## config.mk

```make
export PLATFORM = sky130hd
export DESIGN_NAME = qs_mem_arb_flat
export DESIGN_NICKNAME = d
export VERILOG_FILES = /design/src/rtl/qs_mem_arb_pkg.sv /design/src/rtl/qs_mem_arb_if.sv /design/src/rtl/qs_mem_arb_rr_arb3.sv /design/src/rtl/qs_mem_arb.sv /design/src/flat_wrapper.sv
export SDC_FILE = /design/constraint.sdc
export NUM_CORES = 1
export LEC_CHECK = 0
export CORE_UTILIZATION = 40
export CTS_CLUSTER_DIAMETER = 50
export CTS_CLUSTER_SIZE = 25
export DETAILED_ROUTE_END_ITERATION = 8
export PLACE_DENSITY = 0.86
export SYNTH_ARGS = -nofsm -noshare
export SYNTH_HDL_FRONTEND = slang
export SYNTH_SLANG_ARGS = --single-unit
```

## constraint.sdc

```tcl
create_clock -name clk -period 5.4 [get_ports clk]
set_clock_uncertainty 0.15 [all_clocks]
set_input_delay 1.35 -clock clk [delete_from_list [all_inputs] [get_ports clk]]
set_output_delay 1.35 -clock clk [all_outputs]
set_load 0.05 [all_outputs]
```

## src/rtl/qs_mem_arb_pkg.sv

```systemverilog
// Shared types and constants for the per-bank memory port arbiter.
package qs_mem_arb_pkg;

   localparam int ADDR_W    = 8;
   localparam int DATA_W    = 16;
   localparam int N_MEM_REQ = 3;

   typedef logic [ADDR_W-1:0] addr_t;
   typedef logic [DATA_W-1:0] w_t;

   // Requester index: bit position in req_vld / req_gnt / rd_vld_r
   typedef enum logic [1:0] {
      ENQ  = 2'd0,
      SORT = 2'd1,
      DEQ  = 2'd2
   } req_id_t;

   typedef struct packed {
      logic  wen;
      addr_t addr;
      w_t    wdata;
   } mem_req_t;

   // Round-robin pointer after a grant: the winner drops to lowest priority.
   // With no grant the pointer is returned unchanged.
   function automatic logic [1:0] rr_ptr_after(input logic [2:0] gnt,
                                               input logic [1:0] ptr);
      logic [1:0] nxt;
      case (gnt)
         3'b001:  nxt = 2'd1;
         3'b010:  nxt = 2'd2;
         3'b100:  nxt = 2'd0;
         default: nxt = ptr;
      endcase
      return nxt;
   endfunction

endpackage

```

## src/rtl/qs_mem_arb_if.sv

```systemverilog
// Requester, SRAM and read-return bundle between the arbiter and its users.
interface qs_mem_arb_if;
   import qs_mem_arb_pkg::*;

   logic  [N_MEM_REQ-1:0]        req_vld;
   logic  [N_MEM_REQ-1:0]        req_wen;
   addr_t [N_MEM_REQ-1:0]        req_addr;
   w_t    [N_MEM_REQ-1:0]        req_wdata;
   logic  [N_MEM_REQ-1:0]        req_gnt;
   logic                         sort_lock;
   logic                         mem_en_r;
   logic                         mem_wen_r;
   addr_t                        mem_addr_r;
   w_t                           mem_wdata_r;
   w_t                           mem_rdata;
   logic  [N_MEM_REQ-1:0]        rd_vld_r;
   w_t                           rd_data_r;

   // Engines plus SRAM macro side
   modport master (
      output req_vld, req_wen, req_addr, req_wdata, sort_lock, mem_rdata,
      input  req_gnt, mem_en_r, mem_wen_r, mem_addr_r, mem_wdata_r,
             rd_vld_r, rd_data_r
   );

   // Arbiter side
   modport slave (
      input  req_vld, req_wen, req_addr, req_wdata, sort_lock, mem_rdata,
      output req_gnt, mem_en_r, mem_wen_r, mem_addr_r, mem_wdata_r,
             rd_vld_r, rd_data_r
   );

endinterface

```

## src/rtl/qs_mem_arb_rr_arb3.sv

```systemverilog
// 3-way round-robin arbiter with a hold input that restricts grants to SORT
// and freezes the priority pointer.
module qs_rr_arb3
   import qs_mem_arb_pkg::*;
(
   input  logic       clk,
   input  logic       rst,
   input  logic [2:0] i_vld,
   input  logic       i_hold,
   output logic [2:0] o_gnt
);

   logic [1:0] r_ptr;
   logic [1:0] w_ptr_nxt;
   logic [2:0] w_gnt;

   // Priority pointer register; ENQ has top priority out of reset
   always_ff @(posedge clk or posedge rst) begin
      if (rst) begin
         r_ptr <= 2'd0;
      end else begin
         r_ptr <= w_ptr_nxt;
      end
   end

   // Grant the first valid requester searching upward from r_ptr, mod 3
   always_comb begin
      w_gnt = 3'b000;
      if (i_hold) begin
         w_gnt = {1'b0, i_vld[1], 1'b0};
      end else begin
         case (r_ptr)
            2'd1: begin
               if      (i_vld[1]) w_gnt = 3'b010;
               else if (i_vld[2]) w_gnt = 3'b100;
               else if (i_vld[0]) w_gnt = 3'b001;
               else               w_gnt = 3'b000;
            end
            2'd2: begin
               if      (i_vld[2]) w_gnt = 3'b100;
               else if (i_vld[0]) w_gnt = 3'b001;
               else if (i_vld[1]) w_gnt = 3'b010;
               else               w_gnt = 3'b000;
            end
            default: begin
               if      (i_vld[0]) w_gnt = 3'b001;
               else if (i_vld[1]) w_gnt = 3'b010;
               else if (i_vld[2]) w_gnt = 3'b100;
               else               w_gnt = 3'b000;
            end
         endcase
      end
   end

   // Pointer advances past the winner only when the lock is not held
   always_comb begin
      w_ptr_nxt = r_ptr;
      if (i_hold) begin
         w_ptr_nxt = r_ptr;
      end else begin
         w_ptr_nxt = rr_ptr_after(w_gnt, r_ptr);
      end
   end

   assign o_gnt = w_gnt;

endmodule

```

## src/rtl/qs_mem_arb.sv

```systemverilog
// Per-bank SRAM port arbiter: one grant per cycle, registered SRAM command,
// and a one-hot tag pipe that steers read data back to its requester.
module qs_mem_arb
   import qs_mem_arb_pkg::*;
#(
   parameter int RD_LAT = 1
) (
   input  logic         clk,
   input  logic         rst,
   qs_mem_arb_if.slave  bus
);

   logic [N_MEM_REQ-1:0] w_gnt;
   logic                 w_acc;
   mem_req_t             w_sel;
   logic [N_MEM_REQ-1:0] w_tag_in;

   logic                 r_mem_en;
   logic                 r_mem_wen;
   addr_t                r_mem_addr;
   w_t                   r_mem_wdata;
   logic [N_MEM_REQ-1:0] r_tag [RD_LAT+1];
   logic [N_MEM_REQ-1:0] r_rd_vld;
   w_t                   r_rd_data;

   qs_rr_arb3 u_arb (
      .clk    (clk),
      .rst    (rst),
      .i_vld  (bus.req_vld),
      .i_hold (bus.sort_lock),
      .o_gnt  (w_gnt)
   );

   assign w_acc = |w_gnt;

   // Select the winning requester's command fields
   always_comb begin
      w_sel = '0;
      case (w_gnt)
         3'b001:  w_sel = mem_req_t'{wen: bus.req_wen[0], addr: bus.req_addr[0], wdata: bus.req_wdata[0]};
         3'b010:  w_sel = mem_req_t'{wen: bus.req_wen[1], addr: bus.req_addr[1], wdata: bus.req_wdata[1]};
         3'b100:  w_sel = mem_req_t'{wen: bus.req_wen[2], addr: bus.req_addr[2], wdata: bus.req_wdata[2]};
         default: w_sel = '0;
      endcase
   end

   // Reads carry the one-hot grant as their return tag; writes carry none
   assign w_tag_in = (w_acc && !w_sel.wen) ? w_gnt : 3'b000;

   // SRAM enable and write-enable, one cycle per accepted request
   always_ff @(posedge clk or posedge rst) begin
      if (rst) begin
         r_mem_en  <= 1'b0;
         r_mem_wen <= 1'b0;
      end else begin
         r_mem_en  <= w_acc;
         r_mem_wen <= w_acc & w_sel.wen;
      end
   end

   // SRAM address and write data, only meaningful alongside r_mem_en
   always_ff @(posedge clk) begin
      if (w_acc) begin
         r_mem_addr  <= w_sel.addr;
         r_mem_wdata <= w_sel.wdata;
      end
   end

   // Tag pipe: stage k lines up with the SRAM access k cycles after enable
   always_ff @(posedge clk or posedge rst) begin
      if (rst) begin
         for (int i = 0; i <= RD_LAT; i++) begin
            r_tag[i] <= 3'b000;
         end
         r_rd_vld <= 3'b000;
      end else begin
         r_tag[0] <= w_tag_in;
         for (int i = 1; i <= RD_LAT; i++) begin
            r_tag[i] <= r_tag[i-1];
         end
         r_rd_vld <= r_tag[RD_LAT];
      end
   end

   // Capture SRAM read data only when a read tag sits at the data stage
   always_ff @(posedge clk) begin
      if (|r_tag[RD_LAT]) begin
         r_rd_data <= bus.mem_rdata;
      end
   end

   assign bus.req_gnt     = w_gnt;
   assign bus.mem_en_r    = r_mem_en;
   assign bus.mem_wen_r   = r_mem_wen;
   assign bus.mem_addr_r  = r_mem_addr;
   assign bus.mem_wdata_r = r_mem_wdata;
   assign bus.rd_vld_r    = r_rd_vld;
   assign bus.rd_data_r   = r_rd_data;

endmodule

```

## src/flat_wrapper.sv

```systemverilog
// flat-port wrapper written by rule: the top's interface ports become plain ports
module qs_mem_arb_flat import qs_mem_arb_pkg::*;
#(
   parameter int RD_LAT = 1
)
  (clk, rst, bus_req_vld, bus_req_wen, bus_req_addr, bus_req_wdata, bus_sort_lock, bus_mem_rdata, bus_req_gnt, bus_mem_en_r, bus_mem_wen_r, bus_mem_addr_r, bus_mem_wdata_r, bus_rd_vld_r, bus_rd_data_r);
  qs_mem_arb_if bus_i ();
  input  logic clk;
  input  logic rst;
  input wire logic [$bits(bus_i.req_vld)-1:0] bus_req_vld;
  input wire logic [$bits(bus_i.req_wen)-1:0] bus_req_wen;
  input wire logic [$bits(bus_i.req_addr)-1:0] bus_req_addr;
  input wire logic [$bits(bus_i.req_wdata)-1:0] bus_req_wdata;
  input wire logic [$bits(bus_i.sort_lock)-1:0] bus_sort_lock;
  input wire logic [$bits(bus_i.mem_rdata)-1:0] bus_mem_rdata;
  output wire logic [$bits(bus_i.req_gnt)-1:0] bus_req_gnt;
  output wire logic [$bits(bus_i.mem_en_r)-1:0] bus_mem_en_r;
  output wire logic [$bits(bus_i.mem_wen_r)-1:0] bus_mem_wen_r;
  output wire logic [$bits(bus_i.mem_addr_r)-1:0] bus_mem_addr_r;
  output wire logic [$bits(bus_i.mem_wdata_r)-1:0] bus_mem_wdata_r;
  output wire logic [$bits(bus_i.rd_vld_r)-1:0] bus_rd_vld_r;
  output wire logic [$bits(bus_i.rd_data_r)-1:0] bus_rd_data_r;
  assign bus_i.req_vld = bus_req_vld;
  assign bus_i.req_wen = bus_req_wen;
  assign bus_i.req_addr = bus_req_addr;
  assign bus_i.req_wdata = bus_req_wdata;
  assign bus_i.sort_lock = bus_sort_lock;
  assign bus_i.mem_rdata = bus_mem_rdata;
  assign bus_req_gnt = bus_i.req_gnt;
  assign bus_mem_en_r = bus_i.mem_en_r;
  assign bus_mem_wen_r = bus_i.mem_wen_r;
  assign bus_mem_addr_r = bus_i.mem_addr_r;
  assign bus_mem_wdata_r = bus_i.mem_wdata_r;
  assign bus_rd_vld_r = bus_i.rd_vld_r;
  assign bus_rd_data_r = bus_i.rd_data_r;
  qs_mem_arb #(.RD_LAT(RD_LAT)) u_core (.clk(clk), .rst(rst), .bus(bus_i));
endmodule
```

# == Word-level counts from Yosys, hierarchy flattened ==
# Cells that the tools add are included.
# totals
out_inout_bits,48
word_cells,36
register_bits,53
input_bits,97
# classes
eq_ne,5
muxes,14
n_bitwise,2
reduce_logical,6
# op_table
op,n
$pmux 25 s3,1
$mux 3,8
$pmux 2 s3,1
$pmux 3 s2,1
$reduce_or 3->1,2
$mux 2,2
$eq 3x1->1 const B,1
$eq 3x2->1 const B,1
$eq 3x3->1 const B,1
$reduce_bool 3->1,1
$eq 2x1->1 const B,1
$eq 2x2->1 const B,1
$reduce_and 2->1,1
$and 1x1->1,1
$logic_and 1x1->1,1
$logic_not 1->1,1
$mux 1,1
$not 1->1,1

# == Logic depth before layout (Yosys ltp) ==
# Gate-level depths: netlist of run 1.
# logic_depth
depth_word,10
mapped_depth,8
mapped_depth_nobuf,6

# == Modules after synthesis ==
# Synthesis of run 1 repeated with hierarchy kept, for this count alone.
# hier_totals
hier_cells,183
hier_area_um2,2690.1
# by_module_without_submodules
mod,cells_each,area_each_um2,seq_area_each_um2,instances
qs_mem_arb,152,2407.3,1476.4,1
qs_rr_arb3,31,282.8,50.0,1

# == Worst setup path after synthesis of run 1 ==
# OpenSTA, ideal clock, no wires.
# synth_path
path_kind,input to output
from,in bus_req_vld[1]
to,out bus_req_gnt[2]
required_time_ps,3900
slack_ps,1528
path_buffers,2
arrival_ps,2372
cell_stages,5
cell_sequence,and2b_1 > o2111ai_2 > buf_4 > buf_6 > inv_1
# synth_via
elab_chain_cells,4
elab_cells_between_ends,5
classes_between,mux: 5
# synth_lines
element,line_no,text
start: declaration,flat_wrapper.sv:10,input wire logic [$bits(bus_i.req_vld)-1:0] bus_req_vld;
$mux 3,qs_mem_arb_rr_arb3.sv:47,else if (i_vld[1]) w_gnt = 3'b010;
$mux 3,qs_mem_arb_rr_arb3.sv:46,if (i_vld[0]) w_gnt = 3'b001;
$pmux 3 s2 (*),qs_mem_arb_rr_arb3.sv:32,case (r_ptr)
$mux 3 (*),qs_mem_arb_rr_arb3.sv:29,if (i_hold) begin
end: declaration,flat_wrapper.sv:16,output wire logic [$bits(bus_i.req_gnt)-1:0] bus_req_gnt;
# Mark *: on every way between the ends. The rest lies on a longest branch, timed or not.

# == Worst setup path in the final report of run 1 ==
# layout_path
from,in bus_req_vld[1]
to,out bus_req_gnt[1]
# layout_via
elab_chain_cells,5
elab_cells_between_ends,8
classes_between,mux: 8
# layout_lines
element,line_no,text
$mux 2,qs_mem_arb_rr_arb3.sv:42,else if (i_vld[1]) w_gnt = 3'b010;
$mux 2,qs_mem_arb_rr_arb3.sv:41,else if (i_vld[0]) w_gnt = 3'b001;
$mux 3,qs_mem_arb_rr_arb3.sv:40,if (i_vld[2]) w_gnt = 3'b100;
$pmux 3 s2,qs_mem_arb_rr_arb3.sv:32,
$mux 3 (*),qs_mem_arb_rr_arb3.sv:29,
# Marked as above.

==> results of run 1 <==
==> metrics by stage <==
stage | area, sq um | power [W]
floorplan | 2325 | 0.001595
finish | 3916 | 0.002297
detailed placement | 3805 | 0.002041
global route | 3916 | 0.002379
CTS | 3916 | 0.002302
global placement | 3805 | 0.002012
==> kinds of logic after synthesis <==
logic type | Yosys count | share of synthesized area, %
buf+inv | 17 | 4.198
fa+ha+maj | 2 | 1.076
flops | 53 | 65.66
simple gates | 37 | 11.25
compound gates | 43 | 17.82
==> worst register-to-register path: stages (launching register included) <==
cell       delay [ns]
dfrtp_1          0.39
inv_1            0.05
ha_1             0.36
or2_4            0.31
o2111ai_2        0.23
buf_4            0.36
nand3_1          0.51
buf_4            0.41
==> placed cells by master (no fill, tap or decap), drive strengths merged, types with 2 or more instances in the layout <==
cell type,count
a211oi,5
a21oi,2
a221o,24
nor2b,4
dfrtp,13
ha,2
buf,4
edfxtp,40
nor3b,24
o21ai,5
clkbuf,6
inv,7
o2111ai,2
clkdlybuf4s50,143
nand3,3
==> cells in the mapped netlist (2+ instances only) <==
library cell and instances:
clkbuf_1 2, edfxtp_1 40, o21ai_0 2, inv_1 7, nor2b_1 4, buf_4 2
buf_2 3, o21ai_1 3, nand3_1 3, dfrtp_1 13, ha_1 2, buf_6 3
nor3b_1 24, a211oi_1 5, a221o_1 24
==> per-layer routing <==
layer | vias up | track usage (%) | wire, um
li1 | 902 | - | -
met3 | 14 | 5.465 | 531
met5 | - | 0 | 0
met2 | 118 | 42.11 | 3644
met4 | 0 | 8.704 | 167
met1 | 954 | 26.79 | 2718
==> sequential cells by signal (all words and copies together) (netlist names) <==
name                    flops
u_core.bus.mem_wdata_r     16
u_core.bus.rd_vld_r         3
u_core.bus.rd_data_r       16
u_core.bus.mem_addr_r       8
u_core.bus.mem_en_r         1
u_core.u_arb.r_ptr          2
u_core.r_tag                6
u_core.bus.mem_wen_r        1
==> worst paths after layout <==
path	slack (ns)	cells past startpoint	to
min reg2reg	0.21	0	u_core.r_tag[2]
max reg2reg	2.36	7	u_core.bus.mem_addr_r[4]
max	0.64	6	bus_req_gnt[1]
min in group asynchronous	1.21	2	u_core.bus.mem_en_r
min	0.21	0	u_core.r_tag[2]
max in group asynchronous	3.55	2	u_core.r_tag[2]
==> layout make-up <==
type                       instances  area (sq um)  share of cell area, %
clock buffer                       6         72.57                  1.853
clock inverter                     2         38.79                 0.9904
inverter                           7         26.28                 0.6709
multi-input combinational         82         700.7                  17.89
sequential                        53          1526                  38.98
tap                               72         90.09                  2.300
timing repair buffer             147          1461                  37.32
==> report_power, final <==
| part | internal (W) | switching (W) |
|---|---|---|
| clock network | 0.000139 | 0.000128 |
| logic | 0.000439 | 0.000869 |
| registers | 0.000671 | 0.0000496 |
==> flow_metrics.py, run 1 <==
metrics = {
    "critical_path": {
        "path_delay_family": "buffers and inverters",
        "crit_path_max_incr_delay_ns": 0.79,
        "startpoint": "bus_req_vld[1]",
        "cp_data_required_time_ns": 3.90,
        "crit_arrival_ns": 3.26,
        "crit_slowest_cell": "clkdlybuf4s50_1",
        "crit_path_cell_trace": "clkdlybuf4s50_1 -> nor2b_1 -> o21ai_1 -> and2_1 -> inv_1 -> clkdlybuf4s50_1",
        "path_common_cell": "clkdlybuf4s50_1",
        "crit_path_end_kind": "output pin",
        "critPathKind": "primary input to output pin",
        "path_buf_inv": 3,
        "worst-path-max-fanout": 5,
        "cp-start-kind": "primary input",
        "timing.rr.start": "u_core.u_arb.r_ptr[0]",
    },
    "sta": {
        "setup_viol": 0,
        "layout_setup_ws_ns": 0.6434,
        "setup_tns_ns": 0,
        "drv_slew": 0,
        "maxSlewHeadroom_pct": 26.66,
        "period_needed_ns": 4.757,
        "worstMarginPinSlew_ns": 1.099,
        "fin_hold_ws_ns": 0.2070,
        "period_share_pct": 88.09,
        "hold_viol": 0,
        "rsz0062_at_grt": "false",
        "fmax_mhz": 210.2,
    },
    "synth": {
        "synth_top_flop_cell": "edfxtp_1",
        "yosysUniqueCellTypes": 30,
        "syn-instance-count": 152,
        "yosysTopAreaCell": "edfxtp_1",
        "synth_seq_cells": 53,
        "synthArstFlopShare_pct": 24.53,
        "yosys_warnings": 0,
        "synth_top_area_share_pct": 51.67,
        "ys_seq_area_share_pct": 65.66,
        "mappedNetlistNets": 251,
        "syn_area_sq_mm": 0.002325,
        "syn_avg_cell_area_sq_um": 15.29,
        "synth_top_cells_by_area": "edfxtp_1 (52%), dfrtp_1 (14%), a221o_1 (10%)",
        "synth_edf_count": 40,
    },
    "cells_and_area": {
        "layout-drive-gt1-share_pct": 5.724,
        "areaGrowthSynthToFinish_pct": 68.46,
        "n_fill_cell": 404,
        "final_util_pct": 70.69,
        "antenna_cells": 0,
        "fin_nets": 395,
        "fin_cells": 369,
    },
    "global_routing": {
        "overflow": 0,
        "first_global_vias": 2026,
        "grt_use_total_pct": 23.36,
        "grt_pass1_wl_um": 10640,
        "antenna_found_initial": 0,
        "grt_max_degree": 29,
    },
    "clock_network": {
        "cts_hold_buf": 0,
        "root_buffer": "clkbuf_8",
        "path_clk_slew_ns": 0.09,
        "htree_levels": 2,
        "cts_made_buffers": 5,
        "postCtsSetupBuffers": 0,
        "cts_sinks": 53,
        "post_cts_resized": 0,
        "clk_latency_ns": 0.30,
        "clock_path_buffers": 2,
        "cts_tree": "yes",
    },
    "drt": {
        "detail_route.wl_per_cell_um": 19.14,
        "drcViolationCount": 0,
        "vias": 1988,
        "dr.pass1.iters": 4,
        "ant_nets": 0,
        "wl_um": 7063,
        "drtIter0Drc": 120,
        "via_per_inst": 5.388,
    },
    "place": {
        "io_buffers": 144,
        "place.gp.congestion": 0.7484,
        "dpl.hpwl_um": 5288,
        "place_inst": 361,
        "pre_cts_ws_ns": 0.6599,
    },
    "pwr": {
        "powerDensity_mw_per_mm2": 586.4,
        "leakagePower_nw": 1.446,
        "peakVddDrop_mv": 0.3711,
    },
    "run": {
        "drv_cap": 0,
    },
    "floorplan": {
        "num_rows": 27,
        "start_util_pct": 41.96,
        "coreArea_sq_mm": 0.005540,
        "dieHeight_um": 78.24,
        "die_area_sq_mm": 0.006121,
        "die_w_um": 78.24,
        "io_pins": 145,
    },
    "outcome": {
        "status": "completed",
    },
    "min_path": {
        "holdCritPathClass": "flop to flop",
        "hold_start": "u_core.r_tag[5]",
    },
}
Note: power is estimated with default switching activity, not from simulation.
==> run 2: changes to the inputs <==
Settings changed: ABC_AREA set to 1, CORE_UTILIZATION 40 to 39, PLACE_DENSITY 0.86 to 0.85, SLEW_MARGIN set to 20.
==> flow_metrics.py, run 2 <==
metrics = {
    "outcome": {
        "status": "completed",
    },
    "sta": {
        "setup_viol": 0,
        "hold_viol": 0,
        "setup_tns_ns": 0,
        "rsz0062_at_grt": "false",
        "maxSlewHeadroom_pct": 54.64,
        "period_needed_ns": 4.590,
        "period_share_pct": 85.00,
        "drv_slew": 0,
        "worstMarginPinSlew_ns": 0.6803,
        "fmax_mhz": 217.9,
    },
    "synth": {
        "ys_seq_area_share_pct": 67.63,
        "synth_top_cells_by_area": "edfxtp_1 (53%), nand2_1 (15%), dfrtp_1 (14%)",
        "synth_top_flop_cell": "edfxtp_1",
        "syn_area_sq_mm": 0.002257,
        "synth_edf_count": 40,
        "synthArstFlopShare_pct": 24.53,
        "yosysTopAreaCell": "edfxtp_1",
        "synth_most_common_cell": "nand2_1",
        "yosysUniqueCellTypes": 17,
        "syn-instance-count": 206,
        "synth_top_area_share_pct": 53.22,
        "syn_avg_cell_area_sq_um": 10.96,
        "mappedNetlistNets": 305,
        "yosys_warnings": 0,
        "synthTopCellsByCount": "nand2_1 (88), edfxtp_1 (40), nand3_1 (26), dfrtp_1 (13), inv_1 (9)",
        "synth_seq_cells": 53,
    },
    "global_routing": {
        "grt_use_total_pct": 19.61,
        "overflow": 0,
        "first_global_vias": 1916,
        "antenna_found_initial": 0,
        "grt_pass1_wl_um": 8956,
        "grt_max_degree": 27,
    },
    "critical_path": {
        "crit_path_max_incr_delay_ns": 0.83,
        "crit_slowest_cell": "clkdlybuf4s50_1",
        "cp_data_required_time_ns": 3.90,
        "crit_cells": 7,
        "r2r_cells": 8,
        "timing.rr.start": "u_core.u_arb.r_ptr[0]",
        "path_delay_family": "buffers and inverters",
        "regToRegSetupSlack_ns": 3.15,
        "cp-start-kind": "primary input",
        "path_buf_inv": 3,
        "worst-path-max-fanout": 4,
        "crit_end": "bus_req_gnt[2]",
        "crit_path_cell_trace": "clkdlybuf4s50_1 -> inv_1 -> nand2_1 -> nand2_1 -> nand2_2 -> nor2_4 -> clkdlybuf4s50_1",
        "crit_arrival_ns": 3.09,
        "startpoint": "bus_req_vld[1]",
        "crit_path_end_kind": "output pin",
        "critPathKind": "primary input to output pin",
        "reg2reg_to": "u_core.bus.mem_addr_r[7]",
    },
    "floorplan": {
        "coreArea_sq_mm": 0.005540,
        "num_rows": 27,
        "dieHeight_um": 78.08,
        "io_pins": 145,
        "die_area_sq_mm": 0.006096,
        "start_util_pct": 40.74,
        "die_w_um": 78.08,
    },
    "clock_network": {
        "cts_hold_buf": 0,
        "cts_tree": "yes",
        "clock_path_buffers": 2,
        "post_cts_resized": 0,
        "htree_levels": 2,
        "root_buffer": "clkbuf_8",
        "cts_sinks": 53,
        "cts_made_buffers": 5,
        "postCtsSetupBuffers": 0,
        "clk_latency_ns": 0.30,
        "path_clk_slew_ns": 0.10,
    },
    "place": {
        "placed_cell_area_sq_mm": 0.003721,
        "dpl.hpwl_um": 4498,
        "place.gp.congestion": 0.8122,
        "io_buffers": 144,
    },
    "drt": {
        "drtIter0Drc": 112,
        "wl_met3_um": 511,
        "met2_wirelength_um": 2887,
        "top_layer": "met4",
        "detail_route.wl_per_cell_um": 13.83,
        "wl_met1_um": 2344,
        "wl_um": 5864,
        "drcViolationCount": 0,
        "ant_nets": 0,
        "vias": 1955,
        "dr.pass1.iters": 4,
        "via_per_inst": 4.611,
    },
    "cells_and_area": {
        "mostFrequentLayoutCells": "clkdlybuf4s50_1 (144), nand2_1 (87), edfxtp_1 (40), nand3_1 (26), dfrtp_1 (13)",
        "layout-drive-gt1-share_pct": 6.818,
        "final_util_pct": 68.97,
        "antenna_cells": 0,
        "layout_commonest_cell": "clkdlybuf4s50_1",
        "fin_area_sq_mm": 0.003821,
        "areaGrowthSynthToFinish_pct": 69.29,
        "fin_nets": 450,
    },
    "pwr": {
        "peakVddDrop_mv": 0.3768,
        "leakagePower_nw": 1.545,
        "powerDensity_mw_per_mm2": 576.4,
    },
    "min_path": {
        "hold_start": "u_core.r_tag[4]",
        "holdCritPathClass": "flop to flop",
    },
    "run": {
        "drv_cap": 0,
    },
}
run 2: changes by cell type in the layout (fill, tap and decap cells not counted), sizes merged, moves of 2 or more:
cell	delta
a211oi	-5
a221o	-24
buf	-4
inv	+9
nand2	+94
nand3	+24
nor2	+6
nor2b	-4
nor3b	-24
o2111ai	-2
o21ai	-4
run 2: per-layer routing:
| layer | GRT usage [%] | vias up |
|---|---|---|
| met4 | 8.333 | 0 |
| met3 | 5.581 | 9 |
| met5 | 0 | - |
| li1 | - | 964 |
| met2 | 34.39 | 105 |
| met1 | 22.28 | 877 |
run 2: worst min-delay path by stage:
stage,end,slack [ns],cells past startpoint
6_report,u_core.r_tag[1],0.21,0
5_1_grt,u_core.r_tag[0],0.21,0
4_1_cts,u_core.r_tag[1],0.21,0
3_5_place_dp,u_core.r_tag[1],0.18,0
3_3_place_gp,u_core.r_tag[1],0.18,0
2_1_floorplan,u_core.r_tag[0],0.18,0
run 2: final cells by class:
cell class	instances	area (sq um)
sequential	53	1526
inverter	14	60.06
timing repair buffer	144	1441
clock buffer	5	68.82
tap	72	90.09
clock inverter	3	28.78
fill	444	1719
multi-input combinational	133	605.6
run 2: stage by stage:
step	cells	total power [W]	hold slack, ns	setup WS (ns)
after floorplan	206	0.001560	0.1812	1.980
after global placement	416	0.001959	0.1825	0.8538
after detailed placement	416	0.001988	0.1847	0.8311
after CTS	424	0.002220	0.2079	0.8210
after global routing	424	0.002299	0.2150	0.7248
final	424	0.002202	0.2067	0.8102
run 2: logic make-up (layout without fill, tap and decap cells):
kind of cell	Yosys count	after routing	share of synthesized area (%)
AND/OR/NAND/NOR	129	129	25.17
buffers and inverters	20	166	5.654
adder cells (fa/ha/maj)	2	2	1.108
flip-flops	53	53	67.63
AO/OA/AOI/OAI	2	2	0.4430
run 2: power breakdown:
group          switching (W)  internal [W]  total [W]
combinational       0.000866      0.000386    0.00125
clock               0.000136     0.0000971   0.000233
sequential         0.0000465      0.000671   0.000717
